[src/rtl/id_inflight_tracker_pkg.sv]
// Shared helpers for the ID in-flight tracker: derived widths and counter arithmetic.
package id_inflight_tracker_pkg;

    // Integer ID width for a table of n entries; a single-entry table still needs one bit.
    function automatic int id_width(input int n);
        return (n <= 1) ? 1 : $clog2(n);
    endfunction

    function automatic int cnt_width(input int n);
        return $clog2(n + 1);
    endfunction

    // Net occupancy change for one cycle; retire and issue may both land together.
    function automatic int unsigned step_count(input int unsigned cnt,
                                               input logic        inc,
                                               input logic        dec);
        int unsigned nxt;
        nxt = cnt;
        if (inc) nxt = nxt + 1;
        if (dec) nxt = nxt - 1;
        return nxt;
    endfunction

endpackage

[src/rtl/integer_to_one_hot.sv]
// Combinational integer-to-one-hot decoder; codes >= C_WIDTH decode to all-zero.
module integer_to_one_hot
    import id_inflight_tracker_pkg::*;
#(
    parameter  int C_WIDTH = 8,
    localparam int IN_W    = id_width(C_WIDTH)
) (
    input  logic [IN_W-1:0]    int_in,
    output logic [C_WIDTH-1:0] one_hot
);

    always_comb begin
        one_hot = '0;
        for (int i = 0; i < C_WIDTH; i++) begin
            if (int_in == IN_W'(i)) one_hot[i] = 1'b1;
        end
    end

endmodule

[src/rtl/id_inflight_tracker.sv]
// Tracks which integer IDs are in flight as a one-hot mask, with occupancy count,
// full/empty flags, one-cycle issue/retire decode pulses and a sticky error flag.
module id_inflight_tracker
    import id_inflight_tracker_pkg::*;
#(
    parameter  int NUM_IDS = 8,
    localparam int ID_W    = id_width(NUM_IDS),
    localparam int CNT_W   = cnt_width(NUM_IDS)
) (
    input  logic               clk,
    input  logic               rst_n,
    input  logic               clear,
    input  logic               issue_valid,
    input  logic [ID_W-1:0]    issue_id,
    input  logic               retire_valid,
    input  logic [ID_W-1:0]    retire_id,
    output logic [NUM_IDS-1:0] inflight,
    output logic [NUM_IDS-1:0] issue_onehot,
    output logic [NUM_IDS-1:0] retire_onehot,
    output logic [CNT_W-1:0]   inflight_count,
    output logic               full,
    output logic               empty,
    output logic               error
);

    logic [NUM_IDS-1:0] issue_dec;
    logic [NUM_IDS-1:0] retire_dec;
    logic [NUM_IDS-1:0] mask_after_retire;
    logic [NUM_IDS-1:0] inflight_d;
    logic [NUM_IDS-1:0] issue_pulse_d;
    logic [NUM_IDS-1:0] retire_pulse_d;
    logic [CNT_W-1:0]   count_d;
    logic               issue_ok;
    logic               retire_ok;
    logic               violation;

    integer_to_one_hot #(.C_WIDTH(NUM_IDS)) u_issue_dec (
        .int_in  (issue_id),
        .one_hot (issue_dec)
    );

    integer_to_one_hot #(.C_WIDTH(NUM_IDS)) u_retire_dec (
        .int_in  (retire_id),
        .one_hot (retire_dec)
    );

    // Out-of-range IDs decode to zero, so they can never match a set mask bit.
    // Retire is applied first so a same-cycle issue of the retiring ID is legal.
    always_comb begin
        retire_ok         = retire_valid && ((retire_dec & inflight) != '0);
        mask_after_retire = retire_ok ? (inflight & ~retire_dec) : inflight;
        issue_ok          = issue_valid && (issue_dec != '0)
                            && ((issue_dec & mask_after_retire) == '0);
        inflight_d        = issue_ok ? (mask_after_retire | issue_dec) : mask_after_retire;
        issue_pulse_d     = issue_ok  ? issue_dec  : '0;
        retire_pulse_d    = retire_ok ? retire_dec : '0;
        violation         = (issue_valid && !issue_ok) || (retire_valid && !retire_ok);
        count_d           = CNT_W'(step_count(32'(inflight_count), issue_ok, retire_ok));
    end

    always_ff @(posedge clk or negedge rst_n) begin
        if (!rst_n) begin
            inflight       <= '0;
            issue_onehot   <= '0;
            retire_onehot  <= '0;
            inflight_count <= '0;
            error          <= 1'b0;
        end else if (clear) begin
            inflight       <= '0;
            issue_onehot   <= '0;
            retire_onehot  <= '0;
            inflight_count <= '0;
            error          <= 1'b0;
        end else begin
            inflight       <= inflight_d;
            issue_onehot   <= issue_pulse_d;
            retire_onehot  <= retire_pulse_d;
            inflight_count <= count_d;
            error          <= error | violation;
        end
    end

    assign full  = (inflight_count == CNT_W'(NUM_IDS));
    assign empty = (inflight_count == '0);

    a_issue_onehot0: assert property (@(posedge clk) disable iff (!rst_n)
        $onehot0(issue_onehot));
    a_retire_onehot0: assert property (@(posedge clk) disable iff (!rst_n)
        $onehot0(retire_onehot));
    a_count_matches_mask: assert property (@(posedge clk) disable iff (!rst_n)
        32'(inflight_count) == $countones(inflight));

endmodule
[config.mk]
export PLATFORM = sky130hd
export DESIGN_NAME = id_inflight_tracker
export DESIGN_NICKNAME = d
export VERILOG_FILES = /design/src/rtl/id_inflight_tracker_pkg.sv /design/src/rtl/integer_to_one_hot.sv /design/src/rtl/id_inflight_tracker.sv
export SDC_FILE = /design/constraint.sdc
export NUM_CORES = 1
export LEC_CHECK = 0
export ABC_AREA = 1
export BUFFER_PORTS_ARGS = -buffer_cell sky130_fd_sc_hd__buf_4
export CAP_MARGIN = 15
export CELL_PAD_IN_SITES_DETAIL_PLACEMENT = 1
export CELL_PAD_IN_SITES_GLOBAL_PLACEMENT = 2
export CORE_ASPECT_RATIO = 1.2
export CORE_MARGIN = 8
export CORE_UTILIZATION = 31
export CTS_CLUSTER_DIAMETER = 200
export DETAILED_ROUTE_END_ITERATION = 10
export MAX_ROUTING_LAYER = met4
export PLACE_DENSITY = 0.95
export SYNTH_ARGS = -nofsm -noshare
export SYNTH_HDL_FRONTEND = slang
export SYNTH_HIERARCHICAL = 1
export SYNTH_SLANG_ARGS = --single-unit
export TNS_END_PERCENT = 10
[constraint.sdc]
create_clock -name clk -period 3.6 [get_ports clk]
set_clock_uncertainty 0.15 [all_clocks]
set_input_delay 0.18 -clock clk [delete_from_list [all_inputs] [get_ports clk]]
set_output_delay 0.18 -clock clk [all_outputs]
set_load 0.05 [all_outputs]
# --- Yosys cells after proc, flatten, opt, wreduce, memory -nomap -nowiden ---
# Cells that the tools add are included.
# Widths: inputs -> output; s select.
totals:
  register_bits: 29
  input_bits: 11
  out_inout_bits: 31
op_classes:
  addsub: 2
  n_eq_ne: 15
  mux: 27
  bitwise: 6
  n_reduce_logical: 14
op_table:
  columns: ["operator", "count"]
  rows:
  - ["$mux 8", 7]
  - ["$and 8x8->8", 3]
  - ["$eq 3x3->1 const B", 8]
  - ["$mux 1", 17]
  - ["$reduce_bool 8->1", 2]
  - ["$eq 3x2->1 const B", 4]
  - ["$mux 4", 3]
  - ["$logic_not 8->1", 1]
  - ["$not 8->8", 1]
  - ["$or 8x8->8", 1]
  - ["$eq 3x1->1 const B", 2]
  - ["$logic_not 3->1", 2]
  - ["$logic_and 1x1->1", 5]
  - ["$add 4x1->4 const B", 1]
  - ["$eq 4x4->1 const B", 1]
  - ["$logic_not 4->1", 1]
  - ["$sub 4x1->4 const B", 1]
  - ["$logic_not 1->1", 2]
  - ["$logic_or 1x1->1", 1]
  - ["$or 1x1->1", 1]

# --- Logic depth before layout (Yosys ltp) ---
# Gate-level depths: netlist of run 1.
depth:
  depth_word: 14
  depth_mapped: 18
  ltp_nobuf: 18

# --- Cells and area by module ---
# The synthesis of run 1 kept the hierarchy.
modules_own_cells:
  columns: ["module", "instances", "cells_per_inst", "area_per_inst_um2", "seq_area_each_um2"]
  rows:
  - ["id_inflight_tracker", 1, 160, 1405.1, 725.7]
  - ["integer_to_one_hot", 2, 15, 56.3, 0.0]

# --- Worst setup path after synthesis of run 1 ---
# OpenSTA, ideal clock, no wires.
synth_path:
  path_type: "flip-flop to output port"
  start: "register inflight_count[0]"
  end: "output port empty"
  t_arrival_ns: 1.986
  t_required_ns: 3.270
  slack_ns: 1.284
  stages_incl_launch_ff: 5
  n_path_buf: 0
  path_cell_list: "dfrtp_1 > inv_1 > ha_1 > inv_1 > nor3_1"
synth_between:
  elab_chain_len: 1
synth_rtl:
  columns: ["item", "line_no", "text"]
  rows:
  - ["start: declaration", "id_inflight_tracker.sv:20", "output logic [CNT_W-1:0] inflight_count,"]
  - ["start signal: assignment", "id_inflight_tracker.sv:78", "inflight_count <= count_d;"]
  - ["$logic_not 4->1", "id_inflight_tracker.sv:84", "assign empty = (inflight_count == '0);"]
  - ["end: declaration", "id_inflight_tracker.sv:22", "output logic empty,"]
# No other way between the ends.

# --- Final worst setup path of run 1 ---
layout_path:
  start: "register inflight[7]"
  end: "register inflight_count[3]"
layout_between:
  elab_chain_len: 11
  elab_cells_between_ends: 12
  classes_between: "add/sub (1); mux (4); bitwise (3); reduce/logical (4)"
layout_rtl:
  columns: ["item", "line_no", "text"]
  rows:
  - ["start: declaration", "id_inflight_tracker.sv:17", "output logic [NUM_IDS-1:0] inflight,"]
  - ["start signal: assignment", "id_inflight_tracker.sv:75", "inflight <= inflight_d;"]
  - ["$and 8x8->8", "id_inflight_tracker.sv:50", "retire_ok = retire_valid && ((retire_dec & inflight) != '0);"]
  - ["$reduce_bool 8->1", "id_inflight_tracker.sv:50", null]
  - ["$logic_and 1x1->1", "id_inflight_tracker.sv:50", null]
  - ["$mux 8", "id_inflight_tracker.sv:51", "mask_after_retire = retire_ok ? (inflight & ~retire_dec) : inflight;"]
  - ["$and 8x8->8", "id_inflight_tracker.sv:53", "&& ((issue_dec & mask_after_retire) == '0);"]
  - ["$logic_not 8->1", "id_inflight_tracker.sv:53", null]
  - ["$logic_and 1x1->1", "id_inflight_tracker.sv:53", null]
  - ["$mux 4", "id_inflight_tracker_pkg.sv:19", "if (inc) nxt = nxt + 1;"]
  - ["$sub 4x1->4", "id_inflight_tracker_pkg.sv:20", "if (dec) nxt = nxt - 1;"]
  - ["$mux 4 *", "id_inflight_tracker_pkg.sv:20", null]
  - ["$mux 4 *", "id_inflight_tracker.sv:68", "end else if (clear) begin"]
# Mark *: on every way between the ends. The rest lies on a longest branch, timed or not.

==> results of run 1 <==
[cell type report]
class                   count  area, µm²  area share, %
clock buffers               7       86.3           4.36
inverters                  19       71.3           3.60
multi-input cells         138        703           35.5
flip-flops and latches     29        726           36.7
well taps                  60       75.1           3.79
repair buffers             42        318           16.1
[worst max-delay path, cell delays in order, from the launching register on]
cell	delay [ns]
dfrtp_1	0.42
nand2_1	0.07
nand2_1	0.07
nor2_2	0.06
nand2_4	0.11
nand3_1	0.17
nand3_1	0.15
nand2_1	0.09
nor2_4	0.16
nand3_4	0.21
nand2_1	0.11
nand2_1	0.06
nor2_2	0.15
nand4_1	0.10
nand2_1	0.07
nor2_1	0.04
[layout by cell type, fill, tap and decap left out, types with 2 or more instances in the layout]
| master | count |
|---|---|
| buf_4 | 41 |
| nor4_1 | 2 |
| clkbuf_8 | 6 |
| ha_1 | 2 |
| nand2_2 | 2 |
| nor2_4 | 2 |
| nor3_1 | 2 |
| xor2_1 | 2 |
| nand2_1 | 44 |
| nor2_2 | 4 |
| a31o_2 | 7 |
| nand4_1 | 5 |
| inv_2 | 4 |
| dfrtp_1 | 29 |
| inv_1 | 15 |
| nor2_1 | 38 |
| nand3_1 | 18 |
[metal layers]
layer	vias up	global-route usage [%]	share of wire, %
met5	-	-	0
met4	0	5.47	1.9
met3	7	3.49	5.1
met2	29	21.8	49
met1	700	14.4	44
li1	698	-	-
[metrics by stage]
step,worst slack [ns],hold slack (ns)
after detailed placement,1.12,-0.0194
after global routing,1.06,0.0280
after CTS,1.28,0.0217
after floorplan,1.28,-0.266
after global placement,1.21,-0.0250
final,1.30,0.0257
[state kept, by name, indices dropped and copies added, names as in the netlist]
register,flops
inflight,8
issue_onehot,8
inflight_count,4
retire_onehot,8
error,1
[final timing paths]
path                            slack (ns)  depth (start not counted)                end
worst max-delay path                  1.30                         15  inflight_count[3]
worst min-delay path                  0.03                          2  inflight_count[1]
worst max register to register        1.30                         15  inflight_count[3]
worst min register to register        0.39                          2              error
max in group asynchronous             2.80                          2        inflight[3]
min in group asynchronous             0.22                          2    issue_onehot[6]
[kinds of logic after synthesis]
kind of cell	count (synthesis)	share of synthesized area (%)
and+or+nand+nor	121	36.7
DFF	29	47.8
buffers and inverters	23	5.85
AOI/OAI and AO/OA	13	6.84
xor gates and xnor gates	2	1.15
adders and majority gates	2	1.65
[power by group through the flow]
| stage | combinational, mW | clock (mW) | sequential, mW |
|---|---|---|---|
| floorplan | 0.0876 | 0 | 0.387 |
| global placement | 0.181 | 0 | 0.354 |
| detailed placement | 0.183 | 0 | 0.354 |
| CTS | 0.185 | 0.278 | 0.348 |
| global route | 0.200 | 0.292 | 0.350 |
| finish | 0.182 | 0.267 | 0.348 |
==> summary.md, run 1 <==
| Metric | Value |
|---|---|
| Post-Syn Instances | 190 |
| Ys async rst share | 100% |
| CTS sink cnt | 29 |
| Yosys cell types | 27 |
| Post-DP HPWL | 3.42 mm |
| Status | complete, no violations |
| Placement Cell Area | 1880 µm² |
| Crit start category | flip-flop |
| PwrDens | 403 nW/µm² |
| Design area | 1980 µm² |
| Hold Fails Final Rpt | 0 |
| Max clock buf depth | 2 |
| Initial DRC Count | 38 |
| GPL Wtd Cong | 0.787 |
| Hold Crit Start | clear |
| Yosys reg bits | 29 |
| Post-Route WL | between 4 and 5 mm |
| Seq pwr share | 43.6% |
| Setup violations, final | 0 |
| Final net count | 248 |
| Initial Util | between 30% and 40% |
| CTS tree | done |
| TNS Setup | 0 ns |
| Switching share of total power | between 30% and 40% |
| Wire length of the first global-routing pass | roughly 7.3 mm |
| Die X | 79.9 µm |
| Initial antenna violation count | 0 |
| Max VDD drop | between 0.1 and 0.15 mV |
| Vias per Instance | between 4 and 5 |
| Slew @ Worst Pin | ~0.52 ns |
| Register area share after synthesis | approximately 48% |
| Clock latency on the worst-skew pair | roughly 0.28 ns |
| Post-Syn Nets | 203 |
| WL/cell | around 15 µm |
| Total power | 0.797 mW |
| Reg-to-Reg Start | inflight[7] |
| Clock Pin Slew Worst Setup and Hold Paths | 0.06 ns |
| Cell internal pwr | 0.542 mW |
| Max Cap Viol | 0 |
| Routed Antenna Nets | 0 |
| Combinational fraction of design power | 22.8% |
| Unrepaired setup endpoints after global routing | false |
| Final period utilization | 63.9% |
| Final std cells w/o fill | 295 |
| Post-CTS Hold Buffers | 1 |
| CTS Buf Count | 5 |
| Top cell type's share of synthesized area | 47.8% |
| Number of flops mapped to enable cells by yosys | 0 |
| Worst-path maximum fanout | 16 |
| Worst Hold Class | in2reg |
| Fin crit period | 2.30 ns |
| Utilization after layout | 40.9% |
| H-tree Lvls | 2 |
| ANT cells | 0 |
| Layout cell share with drive strength beyond 1 | a little under a third |
| Area contributors post-synth | dfrtp_1, nand2_1, nor2_1, nand3_1, a31o_2 |
| Total Routing Usage GR | 13.1% |
| Largest area contributor in the netlist | dfrtp_1 |
| Vias | 1434 |
| Most common cell in the netlist | nand2_1 |
| Highest clock rate | 434 MHz |
| Setup CP Type | reg2reg |
| Leakage Power | 1.06 nW |
| Input/output buffers | 41 |
| Io pins | 42 |
| Dpl cells | 287 |
| Max-slew violation total from the final report | 0 |
| Syn avg cell area | 7.99 µm² |
| Yosys warnings | 6 |
| Drt drc | 0 |
| Ys flop type | dfrtp_1 |
| Grt ovf | 0 |
| Die footprint | ~7400 µm² |
| CTS Root Cell | clkbuf_8 |
| Layout area overhead | 30.4% |
| Clk pwr share | 33.5% |
| Switch Pwr | 0.255 mW |
| Synth top cells by count | nand2_1, nor2_1, dfrtp_1 |
| Slew margin rel. | 65.2% |
| Crit path from | inflight[7] |
| Row cnt | 28 |
| Worst path required time | 3.62 ns |
| Setup repair bufs after CTS | 0 |
| Critical path arrival | 2.33 ns |
| Drt pass-1 iters | 2 |
| Std-Cell Core Area | 4830 µm² |
| Largest net degree at the start of global routing | 30 |
| Fill cells | 606 |
| Die H | 92.7 µm |
| Setup crit end kind | flip-flop |
| Vias in the first global route | 1512 |
| Cts repair resizes | 0 |
| Post-Syn Area | 1520 µm² |
Power figures use the tool's default switching activity.
==> run 2, diff against run 1 <==
CORE_UTILIZATION = 29   (was 31)
PLACE_DENSITY = 0.9   (was 0.95)
clock period = 2.35 ns   (was 3.6 ns; I/O delays follow)
==> summary.md, run 2 (synthesis results as in run 1) <==
| Metric | Value |
|---|---|
| Status | complete, no violations |
| Post-Route WL | approximately 4.6 mm |
| Total power | 1.24 mW |
| CTS tree | done |
| Largest net degree at the start of global routing | 30 |
| Layout area overhead | 38.1% |
| CTS sink cnt | 29 |
| Post-DP HPWL | 3.51 mm |
| Seq pwr share | 42.8% |
| Slew @ Worst Pin | roughly 0.55 ns |
| Cells on worst reg2reg path | 13 |
| Clock Pin Slew Worst Setup and Hold Paths | 0.06 ns |
| Io pins | 42 |
| Slew margin rel. | 63.2% |
| Fin crit period | 2.19 ns |
| TNS Setup | 0 ns |
| Setup CP Type | reg2reg |
| Fill cells | about 660 |
| Drt drc | 0 |
| Row cnt | 29 |
| Drt pass-1 iters | 4 |
| Design area | 2100 µm² |
| Leakage Power | 1.12 nW |
| Vias per Instance | between 4 and 5 |
| Initial antenna violation count | 0 |
| Commonest non-fill, non-tap cell in the layout | buf_4 |
| Max VDD drop | 0.219 mV |
| CTS Buf Count | 5 |
| PwrDens | 592 nW/µm² |
| Die H | 95.2 µm |
| Worst path required time | ~2.4 ns |
| Total Routing Usage GR | 13.2% |
| Placement Cell Area | 1940 µm² |
| CTS Root Cell | clkbuf_8 |
| Crit start category | flip-flop |
| Die footprint | a little under 8000 µm² |
| Die X | 82.0 µm |
| Hold Fails Final Rpt | 0 |
| GPL Wtd Cong | slightly above 0.8 |
| Initial Util | 29.5% |
| Vias | approximately 1500 |
| Vias in the first global route | 1584 |
| Std-Cell Core Area | 5150 µm² |
| Clock latency on the worst-skew pair | between 0.2 and 0.3 ns |
| Final period utilization | 93.1% |
| Clk pwr share | 33.1% |
| Grt ovf | 0 |
| ANT cells | 0 |
| Hold path depth | 3 |
| Largest registers | inflight x8, issue_onehot x8, retire_onehot x8 |
| Max-slew violation total from the final report | 0 |
| Initial DRC Count | 49 |
| Wire length of the first global-routing pass | 7.62 mm |
| Input/output buffers | between 40 and 50 |
| Layout cell share with drive strength beyond 1 | about 34% |
| Max Cap Viol | 0 |
| Combinational fraction of design power | 24.0% |
| Routed Antenna Nets | 0 |
| Max clock buf depth | 2 |
| Most frequent cells in the layout | buf_4, nand2_1, nor2_1, dfrtp_1, nand3_1 |
| H-tree Lvls | 2 |
| Final net count | 261 |
| Worst-path maximum fanout | 9 |
| Critical path arrival | 2.21 ns |
| Highest clock rate | 457 MHz |
| Setup violations, final | 0 |
| Switching share of total power | around 32% |
| Setup crit end kind | flip-flop |
| Switch Pwr | 0.399 mW |
| Worst Hold Class | in2reg |
| Cell internal pwr | 0.842 mW |
| WL/cell | 15.0 µm |
-- run 2: cell types whose count changed in the layout (fill, tap and decap cells not counted) --
cell           change
dfrtp_1            -1
nand3_1            -1
nand3_2            +1
nor2_4             +1
dfrtp_2            +1
buf_4             +11
dlygate4sd3_1      +2
nor2_2             -1
-- run 2: metrics by stage --
step | hold WS (ns) | cells | setup slack (ns) | util [%]
after detailed placement | -0.0812 | 296 | -0.0215 | 37.6
after global placement | -0.0909 | 296 | 0.0198 | 37.6
final | 0.0147 | 310 | 0.161 | 40.7
after floorplan | -0.328 | 190 | 0.0970 | -
after CTS | 0.00449 | 306 | 0.125 | 39.9
after global routing | 0.0277 | 310 | -0.00704 | 40.7
-- run 2: path summary, 6_finish.rpt --
path	startpoint	to	slack, ns
worst min register to register	error	error	0.41
max in group asynchronous	rst_n	inflight[7]	1.59
min in group asynchronous	rst_n	retire_onehot[6]	0.16
worst min-delay path	retire_valid	retire_onehot[3]	0.01
worst max-delay path	inflight[7]	inflight[4]	0.16
worst max register to register	inflight[7]	inflight[4]	0.16
-- run 2: per-layer routing --
| layer | vias to the layer above | share of wire, % | global-route usage [%] |
|---|---|---|---|
| met3 | 6 | 4.9 | 2.92 |
| met2 | 41 | 50 | 21.8 |
| met1 | 714 | 43 | 14.9 |
| met4 | 0 | 1.7 | 5.57 |
| li1 | 732 | - | - |
| met5 | - | 0 | - |
-- run 2: layout make-up --
class	count	area [µm²]	share of cell area [%]
inverter	19	71.3	3.40
tap	62	77.6	3.70
timing repair buffer	55	420	20.1
multi-input combinational	138	713	34.0
sequential	29	727	34.7
clock buffer	7	86.3	4.12
-- run 2: critical path, cell delays in order, from the launching register on --
cell     delay (ns)
dfrtp_2        0.44
nand2_1        0.07
nand2_1        0.05
nor2_2         0.17
nand2_4        0.11
nand3_1        0.14
nand3_1        0.10
nand2_1        0.12
nor2_4         0.06
nand3_4        0.13
buf_4          0.13
buf_4          0.13
nor2_1         0.06
a31o_2         0.22
-- run 2: power by group through the flow --
stage / combinational [mW] / clock [mW] / sequential (mW)
after global routing: 0.326 / 0.445 / 0.535
final: 0.298 / 0.411 / 0.532
after detailed placement: 0.288 / 0 / 0.541
after global placement: 0.286 / 0 / 0.541
after CTS: 0.294 / 0.425 / 0.532
after floorplan: 0.134 / 0 / 0.594
-- run 2: what timing repair did --
action	4_1_cts	5_1_grt
resized for setup	0	3
endpoints found under the hold margin	39	0
endpoints found under the setup margin	0	3
hold buffers	3	0
setup buffers	0	4
==> run 3, diff against run 2 <==
CORE_UTILIZATION = 30   (was 29)
PLACE_DENSITY = 0.91   (was 0.9)
SYNTH_HIERARCHICAL = unset   (was 1)
==> summary.md, run 3 <==
| Metric | Value |
|---|---|
| Status | complete, no violations |
| TNS Setup | 0 ns |
| Top cell type's share of synthesized area | 45.5% |
| Max VDD drop | 0.208 mV |
| Fin crit period | 2.19 ns |
| Post-Route WL | 4.77 mm |
| H-tree Lvls | 2 |
| Std-Cell Core Area | 5230 µm² |
| Yosys reg bits | 29 |
| CTS sink cnt | 29 |
| Hold Fails Final Rpt | 0 |
| CTS tree | done |
| Hold Crit Start | issue_valid |
| Endpoint, Worst Hold | error |
| Initial Util | 30.6% |
| WL/cell | 15.7 µm |
| Drt pass-1 iters | 4 |
| GPL Wtd Cong | 0.867 |
| Largest net degree at the start of global routing | 30 |
| Most common cell in the netlist | nand3_1 |
| Initial DRC Count | 34 |
| Ys async rst share | between 90% and 100% |
| Setup ws final | roughly 0.16 ns |
| Cells on worst reg2reg path | 15 |
| Layout area overhead | 33.5% |
| Setup violations, final | 0 |
| Final period utilization | 93.2% |
| Combinational fraction of design power | 22.5% |
| Reg-to-Reg Start | inflight[5] |
| Die X | 82.6 µm |
| Wire length of the first global-routing pass | 7.83 mm |
| Unrepaired setup endpoints after global routing | false |
| Drt drc | 0 |
| Final net count | ~260 |
| Max clock buf depth | 2 |
| Yosys warnings | 0 |
| Most frequent cells in the layout | buf_4, nand3_1, dfrtp_1, nand2_1, inv_1 |
| Setup CP Type | reg2reg |
| Post-Syn Nets | approximately 200 |
| Seq pwr share | between 40% and 50% |
| Dpl cells | 290 |
| Switching share of total power | between 30% and 40% |
| Syn avg cell area | 8.40 µm² |
| Clock Pin Slew Worst Setup and Hold Paths | 0.06 ns |
| Setup crit end kind | flip-flop |
| Post-Syn Instances | 190 |
| Slew margin rel. | 67.8% |
| Routed Antenna Nets | 0 |
| Worst path required time | between 2 and 2.5 ns |
| FF-to-FF End | inflight_count[3] |
| Highest clock rate | around 460 MHz |
| Io pins | between 40 and 50 |
| Synth top cells by count | nand3_1, dfrtp_1, nand2_1 |
| PwrDens | 576 nW/µm² |
| Leakage Power | roughly 1.2 nW |
| Critical path arrival | 2.21 ns |
| Ys flop type | dfrtp_1 |
| Total Routing Usage GR | 13.2% |
| Crit start category | flip-flop |
| Vias | 1504 |
| Clock latency on the worst-skew pair | 0.28 ns |
| Vias in the first global route | 1587 |
| Final std cells w/o fill | 304 |
| Vias per Instance | around 5 |
| Max Cap Viol | 0 |
| Flop2flop setup slack | 0.16 ns |
| Post-Syn Area | 1600 µm² |
| Pre-CTS WS | 0.151 ns |
| Register area share after synthesis | approximately 45% |
| Largest registers | inflight x8, issue_onehot x8, retire_onehot x8 |
| Die footprint | 7920 µm² |
| Hold path depth | 3 |
| Row cnt | 29 |
| Yosys cell types | 28 |
| Utilization after layout | 40.8% |
| CTS Buf Count | 5 |
| Largest area contributor in the netlist | dfrtp_1 |
| Grt ovf | 0 |
| Initial antenna violation count | 0 |
| Layout cell share with drive strength beyond 1 | 34.3% |
| Worst Hold Class | in2reg |
| Total power | 1.23 mW |
| Commonest non-fill, non-tap cell in the layout | buf_4 |
| CTS Root Cell | clkbuf_8 |
| Clk pwr share | 34.2% |
| Number of flops mapped to enable cells by yosys | 0 |
| Die H | 95.9 µm |
| Switch Pwr | 0.397 mW |
| Cell internal pwr | a little over 0.8 mW |
| Post-DP HPWL | 3.58 mm |
| Worst-path maximum fanout | 7 |
| ANT cells | 0 |
| Max-slew violation total from the final report | 0 |
| Area contributors post-synth | dfrtp_1, nand3_1, nand2_1, nor3_1, inv_1 |
| Input/output buffers | 41 |
| Slew @ Worst Pin | 0.479 ns |
## run 3: cell count changes in the layout (fill, tap and decap cells not counted), sizes merged, moves of 4 or more
cell,before,now
buf,52,48
nand3,20,38
inv,19,25
nor3,2,16
a31o,7,0
nor2,44,20
nand4,5,11
nand2,47,35
## run 3: metal layers
metal | vias up | global-route usage, % | share of wire [%]
li1 | 729 | - | -
met1 | 734 | 14.8 | 42
met2 | 36 | 22.5 | 52
met3 | 5 | 3.08 | 5.1
met4 | 0 | 3.89 | 1.2
met5 | - | - | 0
## run 3: power groups by stage
stage               registers [mW]  clock network, mW  logic [mW]
floorplan                    0.594                  0       0.128
global placement             0.542                  0       0.265
detailed placement           0.542                  0       0.267
CTS                          0.533              0.424       0.271
global route                 0.535              0.444       0.302
finish                       0.532              0.419       0.276
## run 3: kinds of logic (layout without fill, tap and decap cells)
logic type | after synthesis | after routing | share of synthesized area (%)
xor gates and xnor gates | 2 | 2 | 1.10
adders and majority gates | 2 | 2 | 1.57
DFF | 29 | 29 | 45.5
AOI/OAI and AO/OA | 3 | 3 | 1.02
and+or+nand+nor | 121 | 122 | 40.8
buffers and inverters | 33 | 84 | 10.0
## run 3: per-stage QoR
| step | hold slack [ns] | instance area, µm² |
|---|---|---|
| 6_report | 0.00802 | 2130 |
| 5_1_grt | 0.0315 | 2130 |
| 4_1_cts | 0.00546 | 2060 |
| 3_5_place_dp | -0.0730 | 1960 |
| 3_3_place_gp | -0.0858 | 1960 |
| 2_1_floorplan | -0.328 | 1600 |
## run 3: critical path, stage by stage, from the launching register on
cell     delay (ns)
dfrtp_1        0.41
nand4_1        0.11
nand2_1        0.13
nor2_4         0.07
nand2_2        0.10
nand3_1        0.15
nand3_2        0.10
nand2_2        0.06
nor2_4         0.17
nand3_4        0.15
nand2_1        0.10
nand2_2        0.06
nor2_4         0.11
nand4_1        0.09
nand2_1        0.07
nor2_1         0.05
## run 3: how the worst max path moves through the flow
stage	slack (ns)	from	depth (start not counted)	end
2_1_floorplan	0.08	inflight[3]	13	inflight_count[1]
3_3_place_gp	0.18	inflight[4]	14	inflight_count[1]
3_5_place_dp	0.15	inflight[5]	16	inflight_count[3]
4_1_cts	0.12	inflight[5]	16	inflight_count[3]
5_1_grt	0.0002	inflight[2]	15	inflight_count[3]
6_report	0.16	inflight[5]	15	inflight_count[3]
## run 3: cell type report
type                    count  area (µm²)
clock buffers               7        86.3
multi-input cells         129         749
fillers                   650        3090
flip-flops and latches     29         726
inverters                  27         111
well taps                  62        77.6
repair buffers             50         380
## run 3: what timing repair did
action | 4_1_cts | 5_1_grt
hold buffers | 2 | 0
hold endpoints to repair | 41 | 0
endpoints found under the setup margin | 0 | 3
resized for setup | 0 | 8
setup buffers | 0 | 4
